### config.mk
export PLATFORM = sky130hd
export DESIGN_NAME = mux_n_reg_scan
export DESIGN_NICKNAME = d
export VERILOG_FILES = /design/src/rtl/mux_pkg.sv /design/src/rtl/mux_n_comb.sv /design/src/rtl/mux_n_reg_scan.sv
export SDC_FILE = /design/constraint.sdc
export NUM_CORES = 1
export LEC_CHECK = 0
export ABC_AREA = 1
export BUFFER_PORTS_ARGS = -buffer_cell sky130_fd_sc_hd__clkbuf_2
export CAP_MARGIN = 10
export CORE_UTILIZATION = 35
export CTS_BUF_LIST = sky130_fd_sc_hd__clkbuf_2
export DETAILED_ROUTE_END_ITERATION = 12
export PLACE_DENSITY = 0.64
export SYNTH_ARGS = -nofsm -noshare
export SYNTH_HDL_FRONTEND = slang
export SYNTH_SLANG_ARGS = --single-unit
### constraint.sdc
create_clock -name clk -period 1.4 [get_ports clk]
set_input_delay 0.07 -clock clk [delete_from_list [all_inputs] [get_ports clk]]
set_output_delay 0.07 -clock clk [all_outputs]
set_load 0.01 [all_outputs]
### src/rtl/mux_pkg.sv
// Shared definitions for the registered N:1 multiplexer with auto-scan.
package mux_pkg;

    // Operating mode of the multiplexer.
    typedef enum logic {
        ST_MANUAL = 1'b0,
        ST_SCAN   = 1'b1
    } state_t;

    // Ceiling log2; returns 0 for values <= 1.
    function automatic int clog2(input int value);
        int r;
        int v;
        r = 0;
        v = value - 1;
        while (v > 0) begin
            r++;
            v = v >> 1;
        end
        return r;
    endfunction

endpackage

### src/rtl/mux_n_comb.sv
// Purely combinational W-bit N:1 selector with an in-range flag.
module mux_n_comb
    import mux_pkg::*;
#(
    parameter int W    = 2,
    parameter int N    = 3,
    parameter int SELW = 2
) (
    input  logic [N*W-1:0]  in_bus,
    input  logic [SELW-1:0] sel,
    output logic [W-1:0]    y,
    output logic            in_range
);

    // One extra bit so N == 2**SELW is representable.
    localparam logic [SELW:0] N_V = N[SELW:0];

    // Pick channel sel; out-of-range selects yield zero and in_range=0.
    always_comb begin
        y        = '0;
        in_range = ({1'b0, sel} < N_V);
        for (int k = 0; k < N; k++) begin
            if (sel == SELW'(k)) begin
                y = in_bus[k*W +: W];
            end
        end
    end

endmodule

### src/rtl/mux_n_reg_scan.sv
// Registered N:1 multiplexer with explicit bad-select handling and an
// auto-scan mode that dwells DWELL cycles on each channel in turn.
module mux_n_reg_scan
    import mux_pkg::*;
#(
    parameter int W     = 2,
    parameter int N     = 3,
    parameter int SELW  = 2,
    parameter int DWELL = 4
) (
    input  logic            clk,
    input  logic            reset,
    input  logic [N*W-1:0]  in_bus,
    input  logic [SELW-1:0] sel,
    input  logic            scan_en,
    input  logic            hold_on_bad,
    output logic [W-1:0]    y,
    output logic            y_valid,
    output logic            bad_sel,
    output logic [SELW-1:0] cur_ch
);

    localparam int CNTW = (clog2(DWELL) > 0) ? clog2(DWELL) : 1;
    localparam logic [CNTW-1:0] LAST_CNT = CNTW'(DWELL - 1);
    localparam logic [SELW-1:0] LAST_CH  = SELW'(N - 1);

    state_t          state, state_d;
    logic [CNTW-1:0] cnt, cnt_d, cnt_step;
    logic [W-1:0]    y_d;
    logic            y_valid_d, bad_sel_d;
    logic [SELW-1:0] cur_ch_d, nxt_ch, scan_ch;

    logic [W-1:0]    sel_data, scan_data;
    logic            sel_ok, scan_ok;

    // Manual path: channel addressed by the external select.
    mux_n_comb #(.W(W), .N(N), .SELW(SELW)) u_sel_mux (
        .in_bus   (in_bus),
        .sel      (sel),
        .y        (sel_data),
        .in_range (sel_ok)
    );

    // Scan path: next channel to show (channel 0 on scan entry).
    mux_n_comb #(.W(W), .N(N), .SELW(SELW)) u_scan_mux (
        .in_bus   (in_bus),
        .sel      (scan_ch),
        .y        (scan_data),
        .in_range (scan_ok)
    );

    // Dwell bookkeeping: advance channel only when the dwell counter wraps.
    always_comb begin
        cnt_step = (cnt == LAST_CNT) ? '0 : cnt + CNTW'(1);
        nxt_ch   = cur_ch;
        if (cnt == LAST_CNT) begin
            nxt_ch = (cur_ch == LAST_CH) ? '0 : cur_ch + SELW'(1);
        end
        scan_ch = (state == ST_SCAN) ? nxt_ch : '0;
    end

    // Next-state and next-output decode; registers hold unless overridden.
    always_comb begin
        state_d   = scan_en ? ST_SCAN : ST_MANUAL;
        y_d       = y;
        y_valid_d = y_valid;
        bad_sel_d = bad_sel;
        cur_ch_d  = cur_ch;
        cnt_d     = cnt;
        if (scan_en) begin
            y_d       = scan_data;
            y_valid_d = scan_ok;
            bad_sel_d = 1'b0;
            if (state == ST_SCAN) begin
                cur_ch_d = nxt_ch;
                cnt_d    = cnt_step;
            end else begin
                cur_ch_d = '0;
                cnt_d    = '0;
            end
        end else begin
            cnt_d = '0;
            if (sel_ok) begin
                y_d       = sel_data;
                y_valid_d = 1'b1;
                bad_sel_d = 1'b0;
                cur_ch_d  = sel;
            end else begin
                bad_sel_d = 1'b1;
                if (!hold_on_bad) begin
                    y_d       = '0;
                    y_valid_d = 1'b0;
                end
            end
        end
    end

    // Mode register.
    always_ff @(posedge clk or posedge reset) begin
        if (reset) begin
            state <= ST_MANUAL;
        end else begin
            state <= state_d;
        end
    end

    // Output and dwell-counter registers.
    always_ff @(posedge clk or posedge reset) begin
        if (reset) begin
            y       <= '0;
            y_valid <= 1'b0;
            bad_sel <= 1'b0;
            cur_ch  <= '0;
            cnt     <= '0;
        end else begin
            y       <= y_d;
            y_valid <= y_valid_d;
            bad_sel <= bad_sel_d;
            cur_ch  <= cur_ch_d;
            cnt     <= cnt_d;
        end
    end

endmodule

==> summary.txt <==
Clocking
  – Clock slew seen by the registers of the worst setup and hold paths: 0.10 ns
  – Sink Count: 9
  – Worst skew pair latency: 0.26 ns
  – TritonCTS Buffers: 3
  – CTS Buffer Depth: 2
  – H-tree depth: 1
  – CTS root buf: clkbuf_2
  – CTS tree: done

Detailed routing
  – Initial DRT Pass Iterations: 4
  – DRC Markers: 0
  – Vias per cell: 5.21
  – DR iter-0 viols: 18
  – Via Count: 557
  – Post-Route WL: 1150 um
  – Number of routed nets with antenna violations: 0
  – Routed wire length per instance: 10.8 um

Flow run
  – Maxcap violations: 0

Yosys
  – Seq/Total Area, Yosys: 0.455
  – Ys async rst share: 1.00
  – Synth Cell Area: 495 sq um
  – Area leader, netlist: dfrtp_1
  – Syn_nets: 80
  – Cells after Synth: 67
  – Area contributors post-synth: dfrtp_1 45%, nand3_1 16%, nand2_1 14%
  – Ys Warns: 0
  – Register bit total from synthesis: 9
  – Synth Flop Type: dfrtp_1
  – Mean Syn Cell Area: 7.40 sq um
  – Post-synth EDFFs: 0
  – Most frequent cells after synthesis: 18 x nand2_1, 16 x nand3_1, 10 x inv_1
  – Top-count cell post-synth: nand2_1
  – Post-synth cell types: 11
  – Top cell type's share of synthesized area: 0.455

Global routing
  – Pin count of the biggest net entering global routing: 10
  – Grt ovf: 0
  – First-pass GRT wire length: 1860 um
  – Grt met1 use: 0.248
  – GRT busiest layer: met1
  – M2 GR Usage: 0.246
  – M3 GR Usage: 0.0341
  – GRT Total Usage: 0.181
  – Vias in the first global route: 447
  – Initial antenna violation count: 0

Status
  – Status: complete, no violations

Worst setup path
  – Critical Path, Cell by Cell: ha_4 -> a21oi_2 -> buf_4 -> nand4_1 -> nand3_1 -> nand2_1 -> nand3_1
  – Worst path slowest cell: dfrtp_1
  – Path length in cells of the critical path: 7
  – CP max stage delay: 0.42 ns
  – Crit-path leading delay family: flip-flops
  – Critical path type: flop to flop
  – Worst Path Arrival: 1.48 ns
  – CP most frequent cell: nand3_1
  – Critical Path RT: 1.60 ns
  – CP Capture Type: flop
  – WP buf/inv: 1
  – Reg2reg path depth: 7
  – CP Max Fanout: 6
  – Startpoint Class: flop

Pwr
  – Peak supply drop: 0.000453 V
  – Tot Pwr: 0.588 mW
  – Power Density: 856 mW/mm^2
  – Leak: 0.369 nW

Die
  – Core area: 0.00130 sq mm
  – # IOs: 18
  – Rows: 13
  – Initial core utilization: 0.381
  – Total die area: 0.00157 sq mm
  – Die Span Y: 39.6 um
  – Die width: 39.6 um

STA
  – Unrepaired setup endpoints after global routing: false
  – Final Hold Violating Endpoints: 0
  – Slew @ Worst Pin: 0.346 ns
  – Final Slew Violations: 0
  – Final setup fails: 0
  – Fin crit period: 1.28 ns
  – Hold WS: 0.103 ns
  – Rel. slew slack: 0.769
  – Final worst slack: 0.118 ns
  – Peak Freq: 780 MHz
  – Fin crit share: 0.916
  – Layout Skew: 0.00276 ns

Finish
  – Post-route cell area: 687 sq um
  – Fin nets: 106
  – Fill count: 132
  – Area of the multi-input gates: 265 sq um
  – Layout cells sized above 1: 0.304
  – ANT cells: 0
  – Storage cell area: 225 sq um
  – Synth-to-Final Area Change: 38.6%

Placed design
  – Placed cell area: 607 sq um
  – Setup Slack @ Placement: -0.0343 ns
  – # port buffers: 17
  – DPL Wire Length: 885 um
  – RePlAce Congestion: 0.821

Min path
  – HP Class: input port to flop
  – Hold depth: 3
path summary, 6_finish.rpt:
check	startpoint	endpoint	slack (ns)
worst min-delay path	sel[0]	cur_ch[0]$_DFFE_PP0N_	0.10
worst max register to register	cnt[0]$_DFF_PP0_	y[1]$_DFFE_PP0P_	0.12
worst max-delay path	cnt[0]$_DFF_PP0_	y[1]$_DFFE_PP0P_	0.12
min in group asynchronous	reset	cnt[1]$_DFF_PP0_	0.29
worst min register to register	y_valid$_DFFE_PP0P_	y_valid$_DFFE_PP0P_	0.49
max in group asynchronous	reset	cur_ch[0]$_DFFE_PP0N_	0.86
through the flow:
step	utilization	setup TNS (ns)	instances
6_report	0.528	0	107
5_1_grt	0.528	0	107
4_1_cts	0.503	0	106
3_5_place_dp	0.466	-0.0848	100
3_3_place_gp	0.466	0	100
2_1_floorplan	-	0	67
sequential cells by signal, indices dropped and copies added (netlist names):
| signal | cells |
|---|---|
| cur_ch | 2 |
| bad_sel | 1 |
| y_valid | 1 |
| cnt | 2 |
| state | 1 |
| y | 2 |
cell families (layout without fill, tap and decap cells):
logic type / count (synthesis) / count (layout) / synth area share
simple gates: 40 / 40 / 0.369
compound gates: 7 / 7 / 0.0758
buf+inv: 10 / 35 / 0.0758
fa+ha+maj: 1 / 1 / 0.0252
flops: 9 / 9 / 0.455
cell type report:
class / instances / share of cell area
clock buffers: 4 / 0.0291
repair buffers: 21 / 0.175
flip-flops and latches: 9 / 0.328
well taps: 15 / 0.0273
inverters: 10 / 0.0546
multi-input cells: 48 / 0.386
where the power goes:
| group | leakage [nW] | internal [mW] | switching (mW) | total, mW |
|---|---|---|---|---|
| Sequential | 0.112 | 0.277 | 0.0139 | 0.291 |
| Clock | 0.0166 | 0.0758 | 0.0986 | 0.174 |
| Combinational | 0.240 | 0.0522 | 0.0700 | 0.122 |
| Total | 0.369 | 0.405 | 0.183 | 0.588 |
timing repair:
action	CTS	global route
hold buffers	2	0
resized for setup	2	5
endpoints found under the hold margin	10	0
endpoints found under the setup margin	3	3
setup buffers	0	1
metal layers:
| layer | share of wire | routed length [um] |
|---|---|---|
| met5 | 0 | 0 |
| met2 | 0.44 | 507 |
| met3 | 0.060 | 69 |
| met4 | 0.040 | 46 |
| met1 | 0.46 | 530 |
layout by cell type, fill, tap and decap left out, drive strengths merged:
cell type / synthesis / routed
a21oi: 2 / 2
buf: 0 / 2
clkbuf: 0 / 21
dfrtp: 9 / 9
dlygate4sd3: 0 / 2
ha: 1 / 1
inv: 10 / 10
nand2: 18 / 18
nand3: 16 / 16
nand4: 4 / 4
nor2: 1 / 1
nor4: 1 / 1
o211ai: 1 / 1
o21ai: 4 / 4
worst min-delay path: stages:
cell and delay (ns):
clkbuf_2 0.11, o21ai_0 0.07, o21ai_0 0.07
No activity file was read; power rests on OpenSTA's default activity.
